[src/rtl/fp_div_pkg.sv]
// Constants, state encoding and reciprocal rescale helper for the iterative
// Newton-Raphson single-precision divider.
package fp_div_pkg;

    localparam logic [31:0] SEED_K1     = 32'h3FF0_F0F1;
    localparam logic [31:0] SEED_K0     = 32'h4034_B4B5;
    localparam logic [31:0] FP_TWO      = 32'h4000_0000;
    localparam logic [31:0] FP_QNAN     = 32'h7FC0_0000;
    localparam logic [7:0]  EXP_BIAS_M1 = 8'd126;

    typedef enum logic [2:0] {
        S_IDLE      = 3'd0,
        S_SEED_MUL  = 3'd1,
        S_SEED_ADD  = 3'd2,
        S_IT_MUL1   = 3'd3,
        S_IT_ADD    = 3'd4,
        S_IT_MUL2   = 3'd5,
        S_FINAL_MUL = 3'd6,
        S_DONE      = 3'd7
    } state_e;

    // x approximates 1/D with D in [0.5,1); shift its exponent back so it approximates 1/B.
    function automatic logic [31:0] recip_fix(input logic [31:0] x, input logic b_sign,
                                              input logic [7:0] b_exp);
        logic [7:0] e;
        e = x[30:23] + EXP_BIAS_M1 - b_exp;
        return {b_sign, e, x[22:0]};
    endfunction

endpackage

[src/rtl/fp_div_special_detect.sv]
// Flags operand pairs the iterative path cannot handle: zero/denormal or
// inf/NaN divisor, inf/NaN dividend.
module fp_div_special_detect (
    input  logic [7:0] a_exp_i,
    input  logic [7:0] b_exp_i,
    output logic       is_special_o
);
    assign is_special_o = (b_exp_i == 8'h00) || (b_exp_i == 8'hFF) || (a_exp_i == 8'hFF);
endmodule

[src/rtl/fp_div_sequencer.sv]
// Sequences seed, Newton-Raphson refinement and the final A*(1/B) product over
// one shared multiplier and one shared adder owned by the parent.
module fp_div_sequencer
    import fp_div_pkg::*;
#(
    parameter int XLEN    = 32,
    parameter int ITERS   = 3,
    parameter int MUL_LAT = 1
) (
    input  logic            clk,
    input  logic            rst,
    input  logic            in_valid,
    output logic            in_ready,
    input  logic [XLEN-1:0] in_a,
    input  logic [XLEN-1:0] in_b,
    output logic            out_valid,
    input  logic            out_ready,
    output logic [XLEN-1:0] out_result,
    output logic            out_overflow,
    output logic            out_underflow,
    output logic            out_exception,
    output logic            busy,
    output logic [XLEN-1:0] mul_a,
    output logic [XLEN-1:0] mul_b,
    input  logic [XLEN-1:0] mul_result,
    input  logic            mul_overflow,
    input  logic            mul_underflow,
    input  logic            mul_exception,
    output logic [XLEN-1:0] add_a,
    output logic [XLEN-1:0] add_b,
    input  logic [XLEN-1:0] add_result
);
    localparam int CW = (MUL_LAT > 1) ? $clog2(MUL_LAT) : 1;
    localparam int IW = (ITERS > 1) ? $clog2(ITERS) : 1;
    localparam logic [CW-1:0] CNT_LOAD  = CW'(MUL_LAT - 1);
    localparam logic [IW-1:0] ITER_LAST = IW'(ITERS - 1);

    state_e          state_q, state_d;
    logic [31:0]     a_q, a_d;
    logic            b_sign_q, b_sign_d;
    logic [7:0]      b_exp_q, b_exp_d;
    logic [22:0]     d_man_q, d_man_d;
    logic [31:0]     x_q, x_d;
    logic [CW-1:0]   cnt_q, cnt_d;
    logic [IW-1:0]   iter_q, iter_d;
    logic [31:0]     res_q, res_d;
    logic            ovf_q, ovf_d, unf_q, unf_d, exc_q, exc_d;
    logic            ovld_q, ovld_d;
    logic [31:0]     mul_a_q, mul_a_d, mul_b_q, mul_b_d;
    logic [31:0]     add_a_q, add_a_d, add_b_q, add_b_d;
    logic            is_special_s;
    logic [31:0]     d_full_s;

    fp_div_special_detect u_special (
        .a_exp_i      (in_a[30:23]),
        .b_exp_i      (in_b[30:23]),
        .is_special_o (is_special_s)
    );

    assign d_full_s      = {1'b0, EXP_BIAS_M1, d_man_q};
    assign in_ready      = (state_q == S_IDLE) && !rst;
    assign busy          = (state_q != S_IDLE);
    assign out_valid     = ovld_q;
    assign out_result    = res_q;
    assign out_overflow  = ovf_q;
    assign out_underflow = unf_q;
    assign out_exception = exc_q;
    assign mul_a         = mul_a_q;
    assign mul_b         = mul_b_q;
    assign add_a         = add_a_q;
    assign add_b         = add_b_q;

    // Next-state and step operand selection; every shared-unit operand is zero outside its step.
    always_comb begin
        state_d  = state_q;
        a_d      = a_q;
        b_sign_d = b_sign_q;
        b_exp_d  = b_exp_q;
        d_man_d  = d_man_q;
        x_d      = x_q;
        cnt_d    = cnt_q;
        iter_d   = iter_q;
        res_d    = res_q;
        ovf_d    = ovf_q;
        unf_d    = unf_q;
        exc_d    = exc_q;
        ovld_d   = ovld_q;
        mul_a_d  = mul_a_q;
        mul_b_d  = mul_b_q;
        add_a_d  = add_a_q;
        add_b_d  = add_b_q;
        case (state_q)
            S_IDLE: begin
                if (in_valid && in_ready) begin
                    a_d      = in_a;
                    b_sign_d = in_b[31];
                    b_exp_d  = in_b[30:23];
                    d_man_d  = in_b[22:0];
                    if (is_special_s) begin
                        state_d = S_DONE;
                    end else begin
                        state_d = S_SEED_MUL;
                        mul_a_d = {1'b0, EXP_BIAS_M1, in_b[22:0]};
                        mul_b_d = SEED_K1;
                        cnt_d   = CNT_LOAD;
                    end
                end else begin
                    state_d = S_IDLE;
                end
            end
            S_SEED_MUL: begin
                if (cnt_q == {CW{1'b0}}) begin
                    state_d = S_SEED_ADD;
                    add_a_d = SEED_K0;
                    add_b_d = {1'b1, mul_result[30:0]};
                    mul_a_d = 32'h0;
                    mul_b_d = 32'h0;
                end else begin
                    cnt_d = cnt_q - 1'b1;
                end
            end
            S_SEED_ADD: begin
                state_d = S_IT_MUL1;
                x_d     = add_result;
                iter_d  = {IW{1'b0}};
                mul_a_d = d_full_s;
                mul_b_d = add_result;
                cnt_d   = CNT_LOAD;
                add_a_d = 32'h0;
                add_b_d = 32'h0;
            end
            S_IT_MUL1: begin
                if (cnt_q == {CW{1'b0}}) begin
                    state_d = S_IT_ADD;
                    add_a_d = FP_TWO;
                    add_b_d = {~mul_result[31], mul_result[30:0]};
                    mul_a_d = 32'h0;
                    mul_b_d = 32'h0;
                end else begin
                    cnt_d = cnt_q - 1'b1;
                end
            end
            S_IT_ADD: begin
                state_d = S_IT_MUL2;
                mul_a_d = x_q;
                mul_b_d = add_result;
                cnt_d   = CNT_LOAD;
                add_a_d = 32'h0;
                add_b_d = 32'h0;
            end
            S_IT_MUL2: begin
                if (cnt_q == {CW{1'b0}}) begin
                    x_d    = mul_result;
                    iter_d = iter_q + 1'b1;
                    cnt_d  = CNT_LOAD;
                    if (iter_q == ITER_LAST) begin
                        state_d = S_FINAL_MUL;
                        mul_a_d = a_q;
                        mul_b_d = recip_fix(mul_result, b_sign_q, b_exp_q);
                    end else begin
                        state_d = S_IT_MUL1;
                        mul_a_d = d_full_s;
                        mul_b_d = mul_result;
                    end
                end else begin
                    cnt_d = cnt_q - 1'b1;
                end
            end
            S_FINAL_MUL: begin
                if (cnt_q == {CW{1'b0}}) begin
                    state_d = S_DONE;
                    res_d   = mul_result;
                    ovf_d   = mul_overflow;
                    unf_d   = mul_underflow;
                    exc_d   = mul_exception;
                    ovld_d  = 1'b1;
                    mul_a_d = 32'h0;
                    mul_b_d = 32'h0;
                end else begin
                    cnt_d = cnt_q - 1'b1;
                end
            end
            S_DONE: begin
                // Only the special path arrives here with out_valid still low.
                if (!ovld_q) begin
                    res_d  = FP_QNAN;
                    ovf_d  = 1'b0;
                    unf_d  = 1'b0;
                    exc_d  = 1'b1;
                    ovld_d = 1'b1;
                end else if (out_ready) begin
                    ovld_d  = 1'b0;
                    state_d = S_IDLE;
                end else begin
                    ovld_d = 1'b1;
                end
            end
            default: begin
                state_d = S_IDLE;
                ovld_d  = 1'b0;
            end
        endcase
    end

    // State and datapath registers with asynchronous clear.
    always_ff @(posedge clk or posedge rst) begin
        if (rst) begin
            state_q  <= S_IDLE;
            a_q      <= 32'h0;
            b_sign_q <= 1'b0;
            b_exp_q  <= 8'h0;
            d_man_q  <= 23'h0;
            x_q      <= 32'h0;
            cnt_q    <= {CW{1'b0}};
            iter_q   <= {IW{1'b0}};
            res_q    <= 32'h0;
            ovf_q    <= 1'b0;
            unf_q    <= 1'b0;
            exc_q    <= 1'b0;
            ovld_q   <= 1'b0;
            mul_a_q  <= 32'h0;
            mul_b_q  <= 32'h0;
            add_a_q  <= 32'h0;
            add_b_q  <= 32'h0;
        end else begin
            state_q  <= state_d;
            a_q      <= a_d;
            b_sign_q <= b_sign_d;
            b_exp_q  <= b_exp_d;
            d_man_q  <= d_man_d;
            x_q      <= x_d;
            cnt_q    <= cnt_d;
            iter_q   <= iter_d;
            res_q    <= res_d;
            ovf_q    <= ovf_d;
            unf_q    <= unf_d;
            exc_q    <= exc_d;
            ovld_q   <= ovld_d;
            mul_a_q  <= mul_a_d;
            mul_b_q  <= mul_b_d;
            add_a_q  <= add_a_d;
            add_b_q  <= add_b_d;
        end
    end

endmodule

[config.mk]
export PLATFORM = sky130hd
export DESIGN_NAME = fp_div_sequencer
export DESIGN_NICKNAME = d
export VERILOG_FILES = /design/src/rtl/fp_div_pkg.sv /design/src/rtl/fp_div_special_detect.sv /design/src/rtl/fp_div_sequencer.sv
export SDC_FILE = /design/constraint.sdc
export NUM_CORES = 1
export LEC_CHECK = 0
export ABC_CLOCK_PERIOD_IN_PS = 10700
export CELL_PAD_IN_SITES_DETAIL_PLACEMENT = 2
export CELL_PAD_IN_SITES_GLOBAL_PLACEMENT = 2
export CORE_UTILIZATION = 29
export CTS_BUF_LIST = sky130_fd_sc_hd__clkbuf_16
export CTS_CLUSTER_DIAMETER = 80
export DETAILED_ROUTE_END_ITERATION = 12
export GPL_ROUTABILITY_DRIVEN = 1
export HOLD_SLACK_MARGIN = 0.02
export PLACE_DENSITY = 0.88
export SLEW_MARGIN = 0
export SYNTH_ARGS = -nofsm -noshare
export SYNTH_HDL_FRONTEND = slang
export SYNTH_HIERARCHICAL = 1
export SYNTH_SLANG_ARGS = --single-unit
export TNS_END_PERCENT = 50
[constraint.sdc]
create_clock -name clk -period 10.7 [get_ports clk]
set_input_delay 1.605 -clock clk [delete_from_list [all_inputs] [get_ports clk]]
set_output_delay 1.605 -clock clk [all_outputs]
set_load 0.01 [all_outputs]
## Yosys cells after proc, flatten, opt, wreduce, memory -nomap -nowiden

Cells that the tools add are included.
W data, S select, Z words.

- Add/subtract/negate cells: 4
- Equal/unequal tests: 20
- Mux-type cells: 49
- Bitwise operators: 1
- Reduce and logical (&&, ||, !) cells: 26

Operators with widths:

| operator | number |
|---|---|
| $mux W32 | 15 |
| $pmux W32 S3 | 2 |
| $pmux W32 S5 | 1 |
| $pmux W32 S2 | 2 |
| $pmux W32 S4 | 1 |
| $mux W3 | 9 |
| $pmux W3 S8 | 1 |
| $ne A2 B2 Y1 const B | 9 |
| $eq A8 B8 Y1 const B | 2 |
| $eq A3 B3 Y1 const B | 4 |
| $mux W1 | 11 |
| $reduce_and A5 Y1 | 2 |
| $reduce_and A3 Y1 | 3 |
| $reduce_bool A3 Y1 | 3 |
| $add A8 B7 Y8 const B | 1 |
| $logic_not A8 Y1 | 1 |
| $pmux W1 S2 | 4 |
| $sub A8 B8 Y8 | 1 |
| $eq A3 B2 Y1 const B | 2 |
| $reduce_and A2 Y1 | 3 |
| $reduce_and A6 Y1 | 1 |
| $reduce_bool A5 Y1 | 1 |
| $pmux W2 S2 | 1 |
| $reduce_bool A2 Y1 | 2 |
| 16 further kinds | 18 |

- Bits in registers: 266
- Output and inout bits: 166
- Word-level logic and storage cells: 117

## Logic depth before layout (Yosys ltp)

Gate-level depths: netlist (run 1).

- Depth after elaboration: 6
- Gate-level depth with buffers: 9
- Depth with buffers taken out: 9

## By module

Netlist (run 1), hierarchy kept.

By module, submodules not included:

| module | times used | cells an instance | area each (um^2) |
|---|---|---|---|
| fp_div_sequencer | 1 | 1158 | 11143.2 |
| fp_div_special_detect | 1 | 9 | 66.3 |

## Worst setup path after synthesis (run 1)

No wires, ideal clock.

- Path kind: input to register
- From: in rst
- To: reg a_q[0]
- Setup time: 117 ps
- Arrival: 7799 ps
- Data required time: 10583 ps
- Slack: 2784 ps
- Stages: 5
- Buffers on the path: 1
- Cells stage by stage: inv_1 -> nand3_2 -> clkbuf_1 -> nand2_1 -> nand2_1

- Longest elaborated chain between the ends: 4

RTL lines:

| what | line | text |
|---|---|---|
| start: declaration | fp_div_sequencer.sv:11 | `input logic rst,` |
| $logic_not A1 Y1 (no source line) | -- |  |
| $logic_and A1 B1 Y1 | fp_div_sequencer.sv:61 | `assign in_ready = (state_q == S_IDLE) && !rst;` |
| $logic_and A1 B1 Y1 | fp_div_sequencer.sv:94 | `if (in_valid && in_ready) begin` |
| $reduce_and A2 Y1 (no source line) | -- |  |
| end signal: assignment | fp_div_sequencer.sv:209 | `a_q <= 32'h0;` |
| end signal: assignment | fp_div_sequencer.sv:227 | `a_q <= a_d;` |
| end: declaration | fp_div_sequencer.sv:39 | `logic [31:0] a_q, a_d;` |

Every way passes these cells.
A chain may end at the register's enable or synchronous reset.

## Final worst setup path (run 1)

- From: in rst
- To: out in_ready

- Longest elaborated chain between the ends: 2

RTL lines:

| what | line | text |
|---|---|---|
| $logic_not A1 Y1 (no source line) | -- |  |
| $logic_and A1 B1 Y1 | fp_div_sequencer.sv:61 |  |
| end: declaration | fp_div_sequencer.sv:13 | `output logic in_ready,` |

Every way passes these cells.

==> results of run 1 <==
[stage by stage]
step | setup slack [ns] | total power, W | instance area [µm²] | utilization
2_1_floorplan | 2.602 | 0.002927 | 11280 | -
3_3_place_gp | 5.984 | 0.003843 | 14190 | 0.3750
3_5_place_dp | 5.932 | 0.003979 | 14190 | 0.3750
4_1_cts | 6.133 | 0.005030 | 15130 | 0.3999
5_1_grt | 6.074 | 0.005284 | 15130 | 0.3999
6_report | 6.134 | 0.004971 | 15130 | 0.3999
[per-layer routing]
| layer | wire [µm] | GRT usage | share of wire | vias to the layer above |
|---|---|---|---|---|
| li1 | - | - | - | 4451 |
| met1 | 21270 | 0.3214 | 0.47 | 5163 |
| met2 | 20850 | 0.3692 | 0.46 | 273 |
| met3 | 2396 | 0.04001 | 0.053 | 52 |
| met4 | 795 | 0.04815 | 0.018 | 0 |
| met5 | 0 | 0 | 0 | - |
[registers in the layout, summed over array words and instances (netlist names), 2 cells and up]
| name | flops |
|---|---|
| mul_a | 32 |
| add_a | 2 |
| a_q | 32 |
| d_man_q | 23 |
| b_exp_q | 8 |
| state_q | 3 |
| add_b | 32 |
| mul_b | 32 |
| x_q | 32 |
| iter_q | 2 |
| out_result | 32 |
[critical path: stages]
cell	delay [ns]
clkdlybuf4s50_1	0.63
nor2_1	0.18
clkdlybuf4s50_1	0.54
[placed cells by master (no fill, tap or decap), types with 13 or more instances in the layout]
cell               n
inv_1             45
a22o_1            25
a221oi_2          20
ha_1              14
o21ai_1           24
clkbuf_16         29
conb_1            19
and2_1            13
nand2_1          321
a21oi_1           42
dfrtp_1          232
o21ai_0           82
a211o_1           24
buf_4             16
nor2_1            52
clkdlybuf4s50_1  281
a221o_1           22
a22oi_1           15
[power breakdown]
group | leakage [nW] | switching [W] | internal, W
Combinational | 3.47 | 0.00134 | 0.00102
Clock | 0.481 | 0.000394 | 0.000605
Sequential | 2.93 | 0.000307 | 0.00131
[worst paths after layout]
| check | start | to | slack [ns] | depth (start not counted) |
|---|---|---|---|---|
| max in group asynchronous | rst | state_q[1] | 6.59 | 4 |
| max | rst | in_ready | 6.13 | 3 |
| min in group asynchronous | rst | a_q[20] | 1.87 | 2 |
| max reg2reg | state_q[1] | mul_a[17] | 7.73 | 5 |
| min | a_q[29] | a_q[29] | 0.49 | 2 |
| min reg2reg | a_q[29] | a_q[29] | 0.49 | 2 |
[area by class of cell]
cell class | instances | area (µm²) | area share
tap | 511 | 639.4 | 0.04225
inverter | 42 | 165.2 | 0.01091
multi-input combinational | 793 | 4569 | 0.3020
clock buffer | 29 | 725.7 | 0.04796
clock inverter | 21 | 215.2 | 0.01422
sequential | 235 | 5884 | 0.3889
timing repair buffer | 297 | 2933 | 0.1938
[cell families (layout without fill, tap and decap cells)]
group	after synthesis	in the layout
and+or+nand+nor	435	435
AOI/OAI and AO/OA	313	313
DFF	235	235
buffers and inverters	157	389
adders and majority gates	15	15
muxes	7	7
xor gates and xnor gates	4	4
other	1	19
==> results.txt, run 1 <==
vias after detailed routing: 9939
GRT overflow: 0
post-synthesis simple-gate area fraction: 0.1668
DP HPWL: 31340 µm
Post-Synthesis Cells: 1167
Crit path required time: 9.10 ns
chip width: 198.6 µm
# rows: 71
ys flop type: dfrtp_1
Synth Area per Inst: 9.605 µm²
most frequent cell after synthesis: nand2_1
via/cell ratio: 5.155
crit end category: output pin
First-pass DRT Iterations: 7
Post-CTS Resized: 0
RD Place Congestion: 0.8175
CORE AREA: 0.03784 mm²
status: finished, final reports clean
P&R area growth vs syn: 34.99%
area leader, netlist: dfrtp_1
skew final: 0.01047 ns
Die H: 198.6 µm
I/O Pins: 301
Setup TNS: 0 ns
register area share after synthesis: 0.5246
largest net degree at the start of global routing: 119
min Tclk post-route: 4.566 ns
period utilization: 0.4267
Die ar.: 0.03944 mm²
drt total wl: 45310 µm
Post-Synth Adder-Cell Area: 0.01741
VDD IR max: 0.1282 mV
Clock Sinks: 235
most frequent cells after synthesis: nand2_1 (321), dfrtp_1 (235), o21ai_0 (82)
hold slack: 0.4879 ns
unrepaired setup endpoints after global routing: no
share of the synthesized area in the top cell type: 0.5246
CTS Hold Bufs: 0
clk root buf: clkbuf_16
Synth Cell Area: 0.01121 mm²
mux cell area share after synthesis: 0.006362
Non-Filler Instances: 1928
Compound-Gate Fraction of Synth Area: 0.2049
Slew @ Worst Pin: 1.340 ns
Layout fillers: 4104
largest family of logic cells by synthesized area: compound AO/OA/AOI/OAI gates
IO buf count: 281
Max Cap Viol: 0
Post-CTS Setup Repair Bufs: 0
crit-path max FO: 4
final slew viol count: 0
largest cells by area after synthesis: dfrtp_1 (52%), nand2_1 (11%), o21ai_0 (3.7%)
CTS buffer count: 29
drt initial violations: 543
clock-pin slew on the worst setup and hold paths: 0.06 ns
initial antenna violation count: 0
H-tree depth: 1
vias in the first global route: 11080
Hold Vio Cnt, Final: 0
Clk Latency, worst-skew pair: 0.54 ns
layout cells sized above 1: 0.07339
Synth Register Bits: 235
Max-slew headroom: 0.1057
pwr/cell area: 328.5 mW/mm²
total track usage: 0.2293
Worst Path Arrival: 2.96 ns
Synth Warn #: 6
Placed Cells incl. Taps: 1878
ys async rst share: 1.000
CTS tree: built
Yosys cell types: 65
CTS max path bufs: 3
startpoint types: input port
class of the most critical hold timing path: reg -> reg
Post-synth EDFFs: 0
Total Nets Final: 1548
xor/xnor share of the synthesized area: 0.003125
post-route ant nets: 0
initial core utilization: 0.2962
diode count: 0
Final setup viols: 0
Routed wire per std cell: 23.50 µm
DRC errors left: 0
fmax: 219.0 MHz
critical path class: in -> out
leak pwr: 6.882 nW
first-pass GRT wire length: 69170 µm
No activity file was read; power rests on OpenSTA's default activity.
==> run 2, diff against run 1 <==
Settings changed: ABC_CLOCK_PERIOD_IN_PS 10700 to 3870, CORE_UTILIZATION 29 to 27, PLACE_DENSITY 0.88 to 0.87.
Clock period 10.7 ns to 3.87 ns, I/O delays scaled along.
==> run 2 against run 1 <==
Via count up 0.29%. Global-route usage shrank 1.3 points. Non-clock buffer count is 6 higher. Sequential cell count stayed put. Combinational power rose to 2.7 times the previous value. Sequential share of layout area fell by 0.16 points. First-iteration DRC count shrank 5.5%. Sequential power rose to 2.9 times the previous value. Register-to-register slack worse by 6.5 ns. Power grew to 2.7 times the previous value. Critical endpoint unchanged.
==> results.txt, run 2 (synthesized netlist as in run 1, its figures left out) <==
status: finished, final reports clean
Post-CTS Resized: 0 (unchanged)
Routed wire per std cell: 23.35 µm (-0.65%)
Worst Path Arrival: 2.40 ns (-0.56 ns)
DP HPWL: 32340 µm (+3.2%)
CTS Hold Bufs: 0 (unchanged)
Placed Cells incl. Taps: 1905 (+1.4%)
H-tree depth: 1 (unchanged)
Slew @ Worst Pin: 1.068 ns (-0.2722 ns)
placed instance area: 0.01427 mm² (+0.57%)
crit-path max FO: 42 (+38)
# rows: 74 (+4.2%)
Setup TNS: 0 ns (unchanged)
Crit path required time: 3.29 ns (-5.81 ns)
total power draw: 0.01365 W (+170%)
startpoint types: register
crit path to: in_ready
CTS max path bufs: 3 (unchanged)
CTS tree: built
Max Cap Viol: 0 (unchanged)
Non-Filler Instances: 1961 (+1.7%)
reg2reg start: state_q[2]
First-pass DRT Iterations: 4 (-3)
Final setup viols: 0 (unchanged)
CP max stage cell: dfrtp_2
VDD IR max: 0.3913 mV (+210%)
Clk Latency, worst-skew pair: 0.58 ns (+0.04 ns)
critical path startpoint: state_q[2]
pwr/cell area: 898.7 mW/mm² (+170%)
Die H: 205.8 µm (+3.6%)
slowest stage delay, CP: 0.73 ns (+0.10 ns)
P&R area growth vs syn: 35.54%
period utilization: 0.7711
GRT overflow: 0 (unchanged)
skew final: 0.02139 ns (+0.01091 ns)
Clock Sinks: 235 (unchanged)
drt total wl: 45790 µm (+1.0%)
Hold Vio Cnt, Final: 0 (unchanged)
unrepaired setup endpoints after global routing: no
Total Nets Final: 1555 (+0.45%)
R2R Path End: mul_b[12]
via/cell ratio: 5.083 (-1.4%)
most frequent cells in the layout: nand2_1 (321), clkdlybuf4s50_1 (281), dfrtp_1 (232)
critical path class: reg -> out
DRC errors left: 0 (unchanged)
vias after detailed routing: 9968 (+0.29%)
setup ws final: 0.8857 ns (-5.249 ns)
fmax: 335.1 MHz
vias in the first global route: 11140 (+0.51%)
worst path cell trace: nor3_4 -> inv_2 -> nor2_1 -> clkdlybuf4s50_1
Worst R2R Setup Slack: 1.22 ns (-6.51 ns)
fin area: 0.01519 mm² (+0.41%)
layout cells sized above 1: 0.08263 (+0.009239)
Die ar.: 0.04234 mm² (+7.3%)
CORE AREA: 0.04092 mm² (+8.1%)
initial antenna violation count: 0 (unchanged)
clk root buf: clkbuf_16
class of the most critical hold timing path: reg -> reg
RD Place Congestion: 0.8099 (-0.93%)
leak pwr: 6.894 nW (+0.18%)
Max-slew headroom: 0.2874 (+0.1817)
initial core utilization: 0.2739 (-0.02230)
post-route ant nets: 0 (unchanged)
Post-CTS Setup Repair Bufs: 0 (unchanged)
largest net degree at the start of global routing: 140 (+18%)
drt initial violations: 513 (-5.5%)
chip width: 205.8 µm (+3.6%)
FF-to-FF path depth: 5 (unchanged)
commonest non-fill, non-tap cell in the layout: nand2_1
pre-CTS setup slack: 0.4774 ns (-5.455 ns)
final slew viol count: 0 (unchanged)
CTS buffer count: 30 (+3.4%)
crit end category: output pin
IO buf count: 281 (unchanged)
first-pass GRT wire length: 69430 µm (+0.38%)
I/O Pins: 301 (unchanged)
min Tclk post-route: 2.984 ns
total track usage: 0.2164 (-0.01287)
clock-pin slew on the worst setup and hold paths: 0.06 ns (about the same)
[run 2: cell count changes in the layout (fill, tap and decap cells not counted), moves of 2 or more]
cell	before	now
clkinv_2	4	7
clkinv_1	7	5
bufinv_16	5	1
clkinv_4	0	2
clkinvlp_4	0	4
buf_4	16	21
[run 2: worst min path at each step]
stage	start	end	slack (ns)	depth (start not counted)
floorplan	b_sign_q	b_sign_q	0.44	2
global placement	d_man_q[20]	d_man_q[20]	0.46	2
detailed placement	a_q[31]	a_q[31]	0.47	2
CTS	d_man_q[20]	d_man_q[20]	0.49	2
global route	out_exception	out_exception	0.51	1
finish	d_man_q[20]	d_man_q[20]	0.48	2
[run 2: power by group]
group | switching (W) | internal, W
sequential | 0.00104 | 0.00362
clock | 0.00116 | 0.00148
combinational | 0.00352 | 0.00284
[run 2: stage by stage]
stage | util | hold slack (ns)
global placement | 0.3488 | 0.4592
floorplan | - | 0.4401
global route | 0.3712 | 0.5140
detailed placement | 0.3488 | 0.4707
finish | 0.3713 | 0.4847
CTS | 0.3712 | 0.4888
[run 2: final cells by class]
cell class	instances	area (µm²)
sequential	235	5884
clock inverter	25	167.7
timing repair buffer	303	2990
tap	532	665.6
inverter	42	161.4
multi-input combinational	793	4571
antenna	1	2.502
clock buffer	30	750.7
fill	4451	25730
[run 2: critical path: cells and delay by family (launching register included)]
kind / cells / cell delay [ns]
flip-flops: 1 / 0.73
buffers and inverters: 2 / 0.69
AND/OR/NAND/NOR: 2 / 0.43
[run 2: layer usage]
layer / vias to the layer above / track usage / wire, µm
li1: 4474 / - / -
met1: 5135 / 0.2919 / 20610
met2: 299 / 0.3494 / 21270
met5: - / 0 / 0
met3: 60 / 0.04530 / 2955
met4: 0 / 0.05847 / 948
